[config.mk]
export PLATFORM = sky130hd
export DESIGN_NAME = pixel_stream_mux
export DESIGN_NICKNAME = d
export VERILOG_FILES = /design/src/rtl/pixel_stream_mux.sv
export SDC_FILE = /design/constraint.sdc
export NUM_CORES = 1
export LEC_CHECK = 0
export BUFFER_PORTS_ARGS = -buffer_cell sky130_fd_sc_hd__buf_2
export CAP_MARGIN = 20
export CORE_ASPECT_RATIO = 1.4
export CORE_MARGIN = 8
export CORE_UTILIZATION = 38
export DETAILED_ROUTE_END_ITERATION = 16
export GPL_ROUTABILITY_DRIVEN = 0
export PLACE_DENSITY = 0.77
export SYNTH_ARGS = -nofsm -noshare
export SYNTH_HDL_FRONTEND = slang
export SYNTH_SLANG_ARGS = --single-unit
[constraint.sdc]
create_clock -name clk -period 1.4 [get_ports clk]
set_input_delay 0 -clock clk [delete_from_list [all_inputs] [get_ports clk]]
set_output_delay 0 -clock clk [all_outputs]
set_load 0.02 [all_outputs]
[src/rtl/pixel_stream_mux.sv]
`default_nettype none
// ============================================================================
//  Module      : pixel_stream_mux
//  Description : Packet-locked N:1 pixel stream multiplexer. Arbitrates in
//                IDLE (static select or round-robin), then forwards one whole
//                line (packet) from the granted channel through a single
//                registered output stage with valid/ready flow control.
//  Revision    : 1.0 - initial release
// ============================================================================
module pixel_stream_mux #(
   parameter int DATA_W = 8,
   parameter int NUM_CH = 4,
   parameter int SEL_W  = 2
) (
   input  logic                     clk,
   input  logic                     rst,
   input  logic [NUM_CH*DATA_W-1:0] in_data,
   input  logic [NUM_CH-1:0]        in_valid,
   input  logic [NUM_CH-1:0]        in_last,
   output logic [NUM_CH-1:0]        in_ready,
   input  logic                     mode,
   input  logic [SEL_W-1:0]         sel,
   output logic [DATA_W-1:0]        out_data,
   output logic                     out_valid,
   output logic                     out_last,
   output logic [SEL_W-1:0]         out_ch,
   input  logic                     out_ready
);

   typedef enum logic [0:0] {
      ST_IDLE   = 1'b0,
      ST_LOCKED = 1'b1
   } state_t;

   localparam logic [SEL_W-1:0] c_last_ch = SEL_W'(NUM_CH - 1);

   // last_g doubles as the current grant: it is written on every grant and
   // only read as "the granted channel" while LOCKED.
   state_t              state_q, state_d;
   logic [SEL_W-1:0]    last_g_q, last_g_d;
   logic [DATA_W-1:0]   out_data_q, out_data_d;
   logic                out_valid_q, out_valid_d;
   logic                out_last_q, out_last_d;
   logic [SEL_W-1:0]    out_ch_q, out_ch_d;

   logic                w_g_valid;
   logic                w_g_last;
   logic [DATA_W-1:0]   w_g_data;
   logic                w_arb_hit;
   logic [SEL_W-1:0]    w_arb_ch;
   logic                w_take;

   // Pick out the granted channel's beat and handshake flags
   always_comb begin
      w_g_valid = 1'b0;
      w_g_last  = 1'b0;
      w_g_data  = '0;
      for (int k = 0; k < NUM_CH; k++) begin
         if (last_g_q == SEL_W'(k)) begin
            w_g_valid = in_valid[k];
            w_g_last  = in_last[k];
            w_g_data  = in_data[k*DATA_W +: DATA_W];
         end
      end
   end

   // Arbitration: static select (out-of-range sel never matches) or a
   // round-robin search starting just after the previous grant
   always_comb begin
      w_arb_hit = 1'b0;
      w_arb_ch  = '0;
      if (mode) begin
         for (int i = 1; i <= NUM_CH; i++) begin
            for (int k = 0; k < NUM_CH; k++) begin
               if (!w_arb_hit && in_valid[k] &&
                   ((int'(last_g_q) + i == k) || (int'(last_g_q) + i == k + NUM_CH))) begin
                  w_arb_hit = 1'b1;
                  w_arb_ch  = SEL_W'(k);
               end
            end
         end
      end else begin
         for (int k = 0; k < NUM_CH; k++) begin
            if (sel == SEL_W'(k) && in_valid[k]) begin
               w_arb_hit = 1'b1;
               w_arb_ch  = SEL_W'(k);
            end
         end
      end
   end

   // Ready only toward the locked channel, and only when the output slot frees
   always_comb begin
      in_ready = '0;
      for (int k = 0; k < NUM_CH; k++) begin
         if (!rst && state_q == ST_LOCKED && last_g_q == SEL_W'(k)) begin
            in_ready[k] = !out_valid_q || out_ready;
         end
      end
   end

   assign w_take = (state_q == ST_LOCKED) && w_g_valid && (!out_valid_q || out_ready);

   // Next state: grant in IDLE, load/drain the output stage, unlock on last
   always_comb begin
      state_d     = state_q;
      last_g_d    = last_g_q;
      out_data_d  = out_data_q;
      out_last_d  = out_last_q;
      out_ch_d    = out_ch_q;
      out_valid_d = out_valid_q;
      if (out_ready) begin
         out_valid_d = 1'b0;
      end
      if (w_take) begin
         out_valid_d = 1'b1;
         out_data_d  = w_g_data;
         out_last_d  = w_g_last;
         out_ch_d    = last_g_q;
         if (w_g_last) begin
            state_d = ST_IDLE;
         end
      end
      if (state_q == ST_IDLE && w_arb_hit) begin
         state_d  = ST_LOCKED;
         last_g_d = w_arb_ch;
      end
   end

   // State and output registers with synchronous reset
   always_ff @(posedge clk) begin
      if (rst) begin
         state_q     <= ST_IDLE;
         last_g_q    <= c_last_ch;
         out_data_q  <= '0;
         out_valid_q <= 1'b0;
         out_last_q  <= 1'b0;
         out_ch_q    <= '0;
      end else begin
         state_q     <= state_d;
         last_g_q    <= last_g_d;
         out_data_q  <= out_data_d;
         out_valid_q <= out_valid_d;
         out_last_q  <= out_last_d;
         out_ch_q    <= out_ch_d;
      end
   end

   assign out_data  = out_data_q;
   assign out_valid = out_valid_q;
   assign out_last  = out_last_q;
   assign out_ch    = out_ch_q;

endmodule
`default_nettype wire

==> results.json <==
{
  "crit_arrival_ns": 1.67,
  "syn_area_um2": 1030,
  "post-place-ws_ns": -0.0803,
  "io_pins": 62,
  "dr_total_vias": 1074,
  "finalClockSkew_ns": 0.00603,
  "ys_seq_area_share_pct": 29.2,
  "die_w_um": 59.9,
  "synth_most_common_cell": "dfxtp_1",
  "powerDensity_nw_per_um2": 896,
  "path_cells": "mux4_2 -> nand3_2 -> buf_12 -> mux2i_1 -> nor2_1",
  "avgSynthCellArea_um2": 10.4,
  "use_met1_pct": 12.0,
  "met3_usage_pct": 4.79,
  "synth_commonest_cells": "dfxtp_1, nor2_1, mux2i_1",
  "synth_area_leaders": "dfxtp_1, mux4_2, mux2i_1",
  "max_freq_ghz": 0.669,
  "drc": 0,
  "hp-class": "input pin to flip-flop",
  "clkLatencyLatePin_ns": 0.28,
  "maxCapViolCount": 0,
  "nets": 209,
  "track_usage_pct": 12.9,
  "grt_pass1_vias": 1144,
  "drt-total-wl_um": 3130,
  "cp_slowest_stage_delay_ns": 0.51,
  "clock-sinks": 15,
  "max-vdd-ir-drop_uv": 371,
  "portBuffers": 61,
  "drive_gt1_share_pct": 53.7,
  "slew_viol_final": 0,
  "dp_hpwl_um": 2530,
  "synth_warnings": 0,
  "antenna_left": 0,
  "start_util_pct": 39.7,
  "finalPower_uw": 1290,
  "synth.distinct_cells": 31,
  "fin_crit_ns": 1.49,
  "grt_pass1_wl_um": 4840,
  "stdcell_count": 198,
  "grt_overflow": 0,
  "area_growth_pct": 40.2,
  "ys_ff_latch": 15,
  "relSlewSlack_pct": 71.3,
  "vias_per_cell": 5.42,
  "violations": "negative setup slack",
  "comb_power_share_pct": 41.4,
  "yosys.area.top_type_share_pct": 29.2,
  "use_met2_pct": 24.1,
  "busiest_layer": "met2",
  "first_pass_iters": 4,
  "cts_hold_buf": 0,
  "leakage_uw": 0.000742,
  "p_int_uw": 860,
  "crit_required_ns": 1.57,
  "worst_pin_slew_ns": 0.425,
  "p_seq_share_pct": 39.0,
  "drtIter0Drc": 13,
  "grt_start_max_net_pins": 20,
  "setup_viol": 13,
  "die_area_um2": 4650,
  "post_cts_buffers": 0,
  "crit_path_max_fanout": 11,
  "hold_viol": 0,
  "wl_per_cell_um": 15.8,
  "placed_cells": 193,
  "synth.largest_area_cell": "dfxtp_1",
  "async_flop_share_pct": 0,
  "syn_nets": 145,
  "slowest_stage": "mux4_2",
  "p_sw_uw": 429,
  "htree_levels": 1,
  "std_cell_rows": 22,
  "p_sw_share_pct": 33.3,
  "path_buf_inv": 1,
  "core_area_um2": 2590,
  "grt_setup_unrepaired": "true",
  "clockBufferDepth": 2,
  "cts-root-buf": "clkbuf_4",
  "power_frac_clock_pct": 19.6,
  "fin_crit_sh_pct": 107,
  "antenna_cells": 0,
  "antenna_found_initial": 0,
  "cts_tree": "yes",
  "die_h_um": 77.5,
  "cts_made_buffers": 3,
  "end_kind": "flip-flop",
  "critPathLaunchType": "flip-flop",
  "critPathTopFamily": "multiplexers",
  "worstSetupPathType": "flip-flop to flip-flop",
  "layout_setup_ws_ns": -0.0942,
  "synth-edff-count": 0,
  "cts.clk_slew.worst_paths_ns": 0.10,
  "synth_ff_type": "dfxtp_1",
  "synth_cells": 99,
  "status": "complete, but fails checks"
}
## what timing repair did
action	in CTS	in global routing
setup endpoints to repair	14	18
gates cloned	0	1
pin swaps	0	2
resized for setup	1	4
## final timing paths
path               startpoint         to  slack [ns]  cells past startpoint
setup reg to reg  last_g_q[1]  out_ch[1]       -0.09                      5
hold reg to reg      out_last   out_last        0.48                      2
hold / removal      out_ready  out_valid        0.03                      3
setup / recovery  last_g_q[1]  out_ch[1]       -0.09                      5
## power by group through the flow
stage	logic (uW)	registers (uW)	clock network, uW
3_3_place_gp	499	508	0
6_report	533	503	253
3_5_place_dp	511	510	0
2_1_floorplan	319	542	0
5_1_grt	572	512	284
4_1_cts	513	501	254
## cell type report
class	count	area (um^2)
Clock buffer	3	22.5
Clock inverter	1	5.00
Fill cell	256	1150
Inverter	2	7.51
Multi-Input combinational cell	74	656
Sequential cell	15	305
Tap cell	36	45.0
Timing Repair Buffer	67	399
## metrics by stage
| stage | TNS [ns] | hold WS (ns) | area, um^2 | utilization (%) |
|---|---|---|---|---|
| floorplan | -0.273 | 0.262 | 1030 | - |
| global placement | -0.296 | 0.360 | 1370 | 53.1 |
| detailed placement | -0.662 | 0.370 | 1370 | 53.1 |
| CTS | -0.905 | 0.0729 | 1400 | 54.2 |
| global route | -2.08 | 0.0449 | 1440 | 55.7 |
| finish | -0.949 | 0.0296 | 1440 | 55.7 |
## layout by cell type, fill, tap and decap left out
master / instances
dfxtp_1: 13
mux2_2: 1
o21a_1: 1
dfxtp_4: 1
dfxtp_2: 1
nor2_1: 14
buf_4: 3
buf_2: 60
o21ai_0: 2
buf_12: 2
clkinv_2: 1
nor2b_1: 4
a21oi_1: 6
a22oi_1: 1
inv_1: 2
mux4_2: 10
o22ai_1: 1
o211ai_1: 1
nand4_1: 2
nor4_2: 1
nor4_1: 2
o311ai_0: 1
a32oi_1: 1
clkbuf_16: 1
a21o_1: 1
nand3_2: 1
clkbuf_4: 3
mux2i_1: 13
nand2b_1: 1
a211oi_1: 1
nand3b_1: 1
and4b_1: 1
o32ai_1: 1
or2b_4: 1
buf_6: 1
nand2_1: 5
## cells by family (layout without fill, tap and decap cells)
group,Yosys count,count (layout),synth area share [%]
buffers and inverters,10,73,7.92
and+or+nand+nor,33,33,16.4
DFF,15,15,29.2
AOI/OAI and AO/OA,17,17,10.7
muxes,24,24,35.7
## worst register-to-register path, stage by stage (launching register included)
cell and delay, ns:
dfxtp_2 0.35, mux4_2 0.51, nand3_2 0.11, buf_12 0.15, mux2i_1 0.21, nor2_1 0.05
## per-layer routing
layer | share of wire, % | wire length [um]
met5 | 0 | 0
met4 | 2.4 | 74
met3 | 10 | 316
met2 | 53 | 1660
met1 | 34 | 1080
## registers in the layout, indices dropped and copies added (netlist names)
signal / flops
state_q: 1
out_last: 1
out_valid: 1
out_ch: 2
out_data: 8
last_g_q: 2
(Power assumes the default switching activity.)
